==> src/rtl/lock_session_ctrl.sv <==
// lock_session_ctrl: session sequencer for the combination lock.
// Arms a BCD countdown on a button press and gates the open-code FSM.
// It counts failed attempts and forces a timed lockout after MAX_FAILS failures.
// Optional feature: define LOCK_AUTORELOCK_EN to make OPEN relock by itself
// after AUTO_CLOSE_SEC ticks.
module lock_session_ctrl #(
  parameter int SESSION_SEC    = 60,
  parameter int LOCKOUT_SEC    = 30,
  parameter int MAX_FAILS      = 3,
  parameter int AUTO_CLOSE_SEC = 10
) (
  input  logic       i_clock,
  input  logic       i_rst_n,
  input  logic       i_tick_1hz,
  input  logic       i_pb_pulse,
  input  logic       i_code_ok,
  input  logic       i_code_bad,
  input  logic       i_close_done,
  output logic       o_session_active,
  output logic       o_open,
  output logic       o_locked_out,
  output logic       o_fsm_clear,
  output logic [3:0] o_timer_msd,
  output logic [3:0] o_timer_lsd,
  output logic [2:0] o_attempts_left
);

  typedef enum logic [1:0] {IDLE, ARMED, OPEN, LOCKOUT} state_t;

  localparam logic [7:0] SES_BCD  = {4'(SESSION_SEC / 10), 4'(SESSION_SEC % 10)};
  localparam logic [7:0] LOCK_BCD = {4'(LOCKOUT_SEC / 10), 4'(LOCKOUT_SEC % 10)};
  localparam logic [2:0] MAX_ATT  = 3'(MAX_FAILS);
`ifdef LOCK_AUTORELOCK_EN
  localparam logic [7:0] OPEN_BCD = {4'(AUTO_CLOSE_SEC / 10), 4'(AUTO_CLOSE_SEC % 10)};
`else
  localparam logic [7:0] OPEN_BCD = SES_BCD;
  logic w_unused_auto;
  assign w_unused_auto = (AUTO_CLOSE_SEC > 0);
`endif

  // Two-digit BCD decrement; holds at 00 so the timer can never underflow.
  function automatic logic [7:0] bcd_dec(input logic [7:0] t);
    logic [3:0] msd;
    logic [3:0] lsd;
    msd = t[7:4];
    lsd = t[3:0];
    if (t == 8'h00) begin
      bcd_dec = 8'h00;
    end else if (lsd == 4'd0) begin
      bcd_dec = {msd - 4'd1, 4'd9};
    end else begin
      bcd_dec = {msd, lsd - 4'd1};
    end
  endfunction

  state_t     r_state;
  logic [7:0] r_timer;
  logic [2:0] r_att;
  logic       r_fsm_clear;
  logic       r_session_active;
  logic       r_open;
  logic       r_locked_out;

  state_t     w_state_nxt;
  logic [7:0] w_timer_nxt;
  logic [2:0] w_att_nxt;
  logic       w_clr_req;
  logic       w_clr_nxt;
  logic [7:0] w_dec;
  logic       w_at_one;
  logic       w_last_try;

  // Next-state, timer and attempt-counter decisions for the session FSM.
  always_comb begin
    w_state_nxt = r_state;
    w_timer_nxt = r_timer;
    w_att_nxt   = r_att;
    w_clr_req   = 1'b0;
    w_dec       = bcd_dec(r_timer);
    w_at_one    = (r_timer == 8'h01);
    w_last_try  = (r_att <= 3'd1);
    case (r_state)
      IDLE: begin
        w_timer_nxt = SES_BCD;
        if (i_pb_pulse) begin
          w_state_nxt = ARMED;
          w_clr_req   = 1'b1;
        end
      end
      ARMED: begin
        if (i_code_ok) begin
          w_state_nxt = OPEN;
          w_att_nxt   = MAX_ATT;
          w_timer_nxt = OPEN_BCD;
        end else if (i_code_bad) begin
          w_clr_req = 1'b1;
          // A plain tick still counts down; an expiring tick yields to code_bad.
          if (i_tick_1hz && !w_at_one) w_timer_nxt = w_dec;
          if (w_last_try) begin
            w_state_nxt = LOCKOUT;
            w_att_nxt   = 3'd0;
            w_timer_nxt = LOCK_BCD;
          end else begin
            w_att_nxt = r_att - 3'd1;
          end
        end else if (i_tick_1hz) begin
          if (!w_at_one) begin
            w_timer_nxt = w_dec;
          end else if (w_last_try) begin
            w_state_nxt = LOCKOUT;
            w_att_nxt   = 3'd0;
            w_timer_nxt = LOCK_BCD;
          end else begin
            w_state_nxt = IDLE;
            w_att_nxt   = r_att - 3'd1;
            w_timer_nxt = SES_BCD;
          end
        end
      end
      OPEN: begin
`ifdef LOCK_AUTORELOCK_EN
        if (i_close_done || (i_tick_1hz && w_at_one)) begin
          w_state_nxt = IDLE;
          w_timer_nxt = SES_BCD;
        end else if (i_tick_1hz) begin
          w_timer_nxt = w_dec;
        end
`else
        w_timer_nxt = SES_BCD;
        if (i_close_done) w_state_nxt = IDLE;
`endif
      end
      LOCKOUT: begin
        if (i_tick_1hz) begin
          if (w_at_one) begin
            w_state_nxt = IDLE;
            w_att_nxt   = MAX_ATT;
            w_timer_nxt = SES_BCD;
            w_clr_req   = 1'b1;
          end else begin
            w_timer_nxt = w_dec;
          end
        end
      end
      default: begin
        w_state_nxt = IDLE;
        w_timer_nxt = SES_BCD;
        w_att_nxt   = MAX_ATT;
      end
    endcase
    // The clear pulse is suppressed when one was issued the previous cycle.
    w_clr_nxt = w_clr_req & ~r_fsm_clear;
  end

  // State, timer, counter and registered status outputs.
  always_ff @(posedge i_clock) begin
    if (!i_rst_n) begin
      r_state          <= IDLE;
      r_timer          <= SES_BCD;
      r_att            <= MAX_ATT;
      r_fsm_clear      <= 1'b0;
      r_session_active <= 1'b0;
      r_open           <= 1'b0;
      r_locked_out     <= 1'b0;
    end else begin
      r_state          <= w_state_nxt;
      r_timer          <= w_timer_nxt;
      r_att            <= w_att_nxt;
      r_fsm_clear      <= w_clr_nxt;
      r_session_active <= (w_state_nxt == ARMED);
      r_open           <= (w_state_nxt == OPEN);
      r_locked_out     <= (w_state_nxt == LOCKOUT);
    end
  end

  assign o_session_active = r_session_active;
  assign o_open           = r_open;
  assign o_locked_out     = r_locked_out;
  assign o_fsm_clear      = r_fsm_clear;
  assign o_timer_msd      = r_timer[7:4];
  assign o_timer_lsd      = r_timer[3:0];
  assign o_attempts_left  = r_att;

endmodule

==> config.mk <==
export PLATFORM = sky130hd
export DESIGN_NAME = lock_session_ctrl
export DESIGN_NICKNAME = d
export VERILOG_FILES = /design/src/rtl/lock_session_ctrl.sv
export SDC_FILE = /design/constraint.sdc
export NUM_CORES = 1
export LEC_CHECK = 0
export CELL_PAD_IN_SITES_DETAIL_PLACEMENT = 1
export CELL_PAD_IN_SITES_GLOBAL_PLACEMENT = 1
export CORE_UTILIZATION = 40
export CTS_CLUSTER_DIAMETER = 120
export CTS_CLUSTER_SIZE = 25
export DETAILED_ROUTE_END_ITERATION = 8
export PLACE_DENSITY_LB_ADDON = 0.1
export SETUP_SLACK_MARGIN = 0.02
export SYNTH_ARGS = -nofsm -noshare
export SYNTH_HDL_FRONTEND = slang
export SYNTH_SLANG_ARGS = --single-unit
==> constraint.sdc <==
create_clock -name i_clock -period 5.4 [get_ports i_clock]
set_input_delay 1.08 -clock i_clock [delete_from_list [all_inputs] [get_ports i_clock]]
set_output_delay 1.08 -clock i_clock [all_outputs]
set_load 0.1 [all_outputs]
; ---- Word level (Yosys, flattened, before mapping)
; Cells that the tools add are included.
[op_classes]
add_sub_neg = 3
mul = 0
div_mod_pow = 0
magnitude_cmp = 1
n_eq_ne = 12
shift = 0
n_mux = 37
bitwise_logic = 2
reduce_logical = 9
[ops]
columns = cell, n
row1 = 8-bit 2-to-1 mux, 10
row2 = 8-bit one-hot mux with 3 select lines, 1
row3 = 3-bit 2-to-1 mux, 7
row4 = 2-bit 2-to-1 mux, 10
row5 = 2-bit == test (second input constant), 4
row6 = 8-bit by 1-bit == test with 1-bit output (second input constant), 1
row7 = 8-bit logical NOT, 1
row8 = 4-bit != test (second input constant), 2
row9 = 2-bit one-hot mux with 4 select lines, 1
row10 = 4-bit by 1-bit subtractor with 4-bit output (second input constant), 2
row11 = 7-bit 2-to-1 mux, 1
row12 = 3-bit one-hot mux with 2 select lines, 1
row13 = 1-bit 2-to-1 mux, 5
row14 = 5-bit != test (second input constant), 1
row15 = 5-bit AND reduction, 1
row16 = 2-bit by 1-bit == test with 1-bit output (second input constant), 2
row17 = 4-bit logical NOT, 1
row18 = 2-bit != test (second input constant), 2
row19 = 3-bit by 1-bit <= comparator with 1-bit output (second input constant), 1
row20 = 1-bit one-hot mux with 3 select lines, 1
row21 = 3-bit AND reduction, 1
row22 = 3-bit by 1-bit subtractor with 3-bit output (second input constant), 1
row23 = 2-bit logical NOT, 1
row24 = 2-bit nonzero test, 1
row25 = 5 further kinds, 5
[totals]
regBits = 17
latch_bits = 0
ramBits = 0
rom_bits = 0
input_bits = 7
output_inout_bits = 15
elab_cells = 71
mem_count = 0

; ---- Longest topological paths before layout
[logic_depth]
word_depth = 8
ltp_mapped = 8
mapped_depth_nobuf = 7

; ---- Worst setup path before layout
; OpenSTA, ideal clock, no wires.
[synth_path]
path_kind = flip-flop to flip-flop
start = reg r_att[1] (netlist: o_attempts_left[1])
end = reg r_timer[7]
setup_ns = 0.075
arrival_time_ns = 2.585
slack_ns = 2.740
stages_incl_launch_ff = 8
synth_period_minus_slack_ns = 2.660
path_cell_list = dfxtp_1 > inv_1 > ha_1 > o21bai_1 > a31oi_1 > nand3_1 > or4_1 > a31oi_1
[synth_via]
elab_chain_cells = 5
[synth_lines]
columns = element, line
row1 = "start, declared", 58  ; logic [2:0] r_att;
row2 = "start signal, assigned", 168  ; r_att <= w_att_nxt;
row3 = 3-bit by 1-bit <= comparator with 1-bit output *, 81  ; w_last_try = (r_att <= 3'd1);
row4 = 8-bit 2-to-1 mux, 99  ; if (w_last_try) begin
row5 = 8-bit 2-to-1 mux, 95  ; end else if (i_code_bad) begin
row6 = 8-bit 2-to-1 mux, 91  ; if (i_code_ok) begin
row7 = 8-bit one-hot mux with 3 select lines, 82  ; case (r_state)
row8 = "end signal, assigned", 167  ; r_timer <= w_timer_nxt;
row9 = "end, declared", 57  ; logic [7:0] r_timer;
; Every way passes the cells marked *; elsewhere a longest branch is shown, timed or not.
; A chain may end at the register's enable or synchronous reset.

; ---- Final worst setup path
[layout_path]
start = reg r_timer[2]
end = out o_timer_lsd[2]
[layout_rtl]
columns = element, line
row1 = "end, declared", 24  ; output logic [3:0] o_timer_lsd,
; No word-level cell between the ends.

==> flow_metrics.py <==
metrics = {
    "pwr": {
        "clkPwrFrac_pct": 20.1,
        "p_total_uw": 361,
        "ir_drop_v": 0.000241,
        "power.leakage_uw": 0.000538,
        "netSwitchingFraction_pct": 42.5,
        "combPwrFrac_pct": 39.1,
        "seqPwrFrac_pct": 40.8,
        "p_int_uw": 207,
        "switchingPower_uw": 153,
        "powerDensity_mw_per_mm2": 254,
    },
    "sta": {
        "rsz0062_at_grt": "no",
        "worst_slew_pin_slew_ns": 0.978,
        "finalHoldViolations": 0,
        "finalMaxSlewViolations": 0,
        "slew_headroom_pct": 34.6,
        "report.final.setup_viol": 0,
        "fin_skew_ns": 0.00759,
        "timing.fmax_mhz": 325,
        "period_needed_ns": 3.07,
        "setup-tns-final_ns": 0,
        "whs_ns": 0.523,
        "finalCritPeriodShare_pct": 56.9,
    },
    "detailed_routing": {
        "vias": 1228,
        "via_per_inst": 6.14,
        "routedWlPerCell_um": 16.0,
        "dr.pass1.iters": 4,
        "drt_iter0_markers": 42,
        "routed_wl_um": 3190,
        "final_antenna_net_count": 0,
        "drc": 0,
    },
    "cts": {
        "cts-root-buf": "clkbuf_4",
        "cts_setup_buffers": 0,
        "cts_buffers": 3,
        "cts_max_level": 1,
        "cts_buffer_depth": 2,
        "cts_tree": "built",
        "hold_buffers": 0,
        "clkLatencyLatePin_ns": 0.30,
        "cts.sinks": 17,
        "cts_resized": 0,
        "path_clk_slew_ns": 0.10,
    },
    "cells_and_area": {
        "num-fill-cells": 366,
        "insertedDiodeCount": 0,
        "drive_gt1_share_pct": 5.33,
        "area_growth_pct": 19.5,
        "layout_commonest_cell": "clkdlybuf4s50_1",
        "layout.nets": 182,
        "final_cell_mix": "21 x clkdlybuf4s50_1, 17 x dfxtp_1, 14 x nor2_1",
    },
    "status": {
        "status": "complete, no violations",
    },
    "worst_setup_path": {
        "startpoint": "r_timer[2]",
        "max_stage_delay_ns": 1.19,
        "cp-end-kind": "output port",
        "critPathRequiredTime_ns": 4.32,
        "worst-path-buf-inv": 1,
        "ff2ff_path_depth": 6,
        "crit_family": "buffers and inverters",
        "setup.worst_path.class": "flip-flop to output port",
        "timing.rr.start": "r_timer[0]",
        "worstPathCellList": "clkdlybuf4s50_1",
        "r2r_end": "r_timer[7]",
        "reg2reg_slack_ns": 3.23,
        "crit_fanout": 10,
        "crit_path_top_delay_cell": "clkdlybuf4s50_1",
        "arrival_ns": 1.99,
        "startpoint_type": "flip-flop",
    },
    "yosys": {
        "async_flop_share_pct": 0,
        "synth_cell_type_count": 49,
        "synth_adder_area_share_pct": 5.27,
        "netlist_instances": 152,
        "ys_warn_count": 0,
        "ys_seq_area_share_pct": 28.7,
        "netlist_area_sq_mm": 0.00119,
        "yosys.area_share.simple_pct": 30.2,
        "synth_edf_count": 0,
        "synthFlopType": "dfxtp_1",
        "synth_fp_nets": 164,
        "synthMuxAreaShare_pct": 0,
        "synth-xor-area-share_pct": 0,
        "synth_top_family_by_area": "simple AND/OR/NAND/NOR gates",
        "ys_seq_elements": 17,
        "synth_compound_area_share_pct": 29.0,
        "avgSynthCellArea_sq_um": 7.80,
    },
    "hold_path": {
        "hold_end": "r_timer[1]",
        "hold-path-cell-count": 2,
        "hold_class": "flip-flop to flip-flop",
        "min_from": "r_timer[1]",
    },
    "grt": {
        "grt_pass1_wl_um": 5410,
        "use_met3_pct": 3.00,
        "overflow": 0,
        "gr-usage-met2_pct": 37.0,
        "grt_max_degree": 19,
        "globalRouteMet1Util_pct": 27.4,
        "grt_busiest_layer": "met2",
        "antenna_found_initial": 0,
        "grt_util_all_layers_pct": 21.7,
        "grt_pass1_vias": 1160,
    },
    "place": {
        "place_congestion": 0.825,
        "dp_hpwl_um": 2320,
        "io_buffers": 21,
    },
    "floorplanning": {
        "rows": 19,
        "coreArea_sq_mm": 0.00278,
        "die_y_um": 56.5,
        "initial_core_util_pct": 42.6,
        "pin_count": 22,
        "die_width_um": 56.5,
        "fp.dieArea_sq_mm": 0.00319,
    },
    "run": {
        "drv_cap": 0,
    },
}
## kinds of logic after synthesis
| family | after synthesis |
|---|---|
| compound gates | 50 |
| fa+ha+maj | 5 |
| buf+inv | 18 |
| flops | 17 |
| simple gates | 62 |
## worst reg2reg max path, delay by kind of cell (launching register included)
family	cells	cell delay (ns)
AND/OR/NAND/NOR	3	1.27
flip-flops	1	0.38
adder cells (fa/ha/maj)	1	0.25
AO/OA/AOI/OAI	1	0.13
buffers and inverters	1	0.08
## how the worst max path moves through the flow
| stage | cells after the start | slack, ns | to |
|---|---|---|---|
| 6_report | 1 | 2.33 | o_timer_lsd[2] |
| 5_1_grt | 1 | 2.25 | o_attempts_left[2] |
| 4_1_cts | 1 | 2.31 | o_timer_lsd[2] |
| 3_5_place_dp | 6 | 2.34 | r_timer[7] |
| 3_3_place_gp | 6 | 2.44 | r_timer[7] |
| 2_1_floorplan | 7 | 2.74 | r_timer[7] |
## layer usage
| layer | wire (um) | share of wire (%) | vias to the layer above |
|---|---|---|---|
| met5 | 0 | 0 | - |
| met4 | 44 | 1.4 | 0 |
| met3 | 120 | 3.8 | 5 |
| met2 | 1610 | 50 | 29 |
| met1 | 1420 | 44 | 598 |
| li1 | - | - | 596 |
## layout make-up
class | count | area, sq um | share of cell area [%]
clock buffers | 4 | 26.3 | 1.85
inverters | 10 | 37.5 | 2.65
multi-input cells | 117 | 764 | 53.9
flip-flops and latches | 17 | 340 | 24.0
well taps | 31 | 38.8 | 2.74
repair buffers | 21 | 210 | 14.8
## stage by stage
stage | setup slack, ns | area [sq um] | util [%] | cells
5_1_grt | 2.25 | 1420 | 51.0 | 200
3_5_place_dp | 2.34 | 1390 | 50.0 | 196
6_report | 2.33 | 1420 | 51.0 | 200
4_1_cts | 2.31 | 1420 | 51.0 | 200
3_3_place_gp | 2.44 | 1390 | 50.0 | 196
2_1_floorplan | 2.74 | 1190 | - | 152
## state kept, by name, indices dropped and copies added (netlist names)
name,count
r_timer,8
o_attempts_left,3
r_state,2
o_fsm_clear,1
o_locked_out,1
o_open,1
o_session_active,1
## power groups by stage
| stage | Combinational, uW | Sequential, uW | Clock [uW] |
|---|---|---|---|
| after floorplan | 61.3 | 195 | 0 |
| after global placement | 138 | 149 | 0 |
| after detailed placement | 140 | 150 | 0 |
| after CTS | 141 | 147 | 75.6 |
| after global routing | 151 | 150 | 81.0 |
| final | 141 | 147 | 72.5 |
## synthesized netlist by cell type, drive strengths merged (3+ instances only)
master   n  area [sq um]
ha       5          62.6
a21oi   12          60.1
a31oi    5          37.5
nand2   10          37.5
buf      3          21.3
dfxtp   17           340
nand2b   5          31.3
clkbuf   5          22.5
nor2    14          52.6
a211oi   3          22.5
nor2b    5          31.3
and3     3          18.8
nand3    7          35.0
o211ai   3          22.5
inv     10          37.5
o21ai    9          45.0
(Power assumes the default switching activity.)
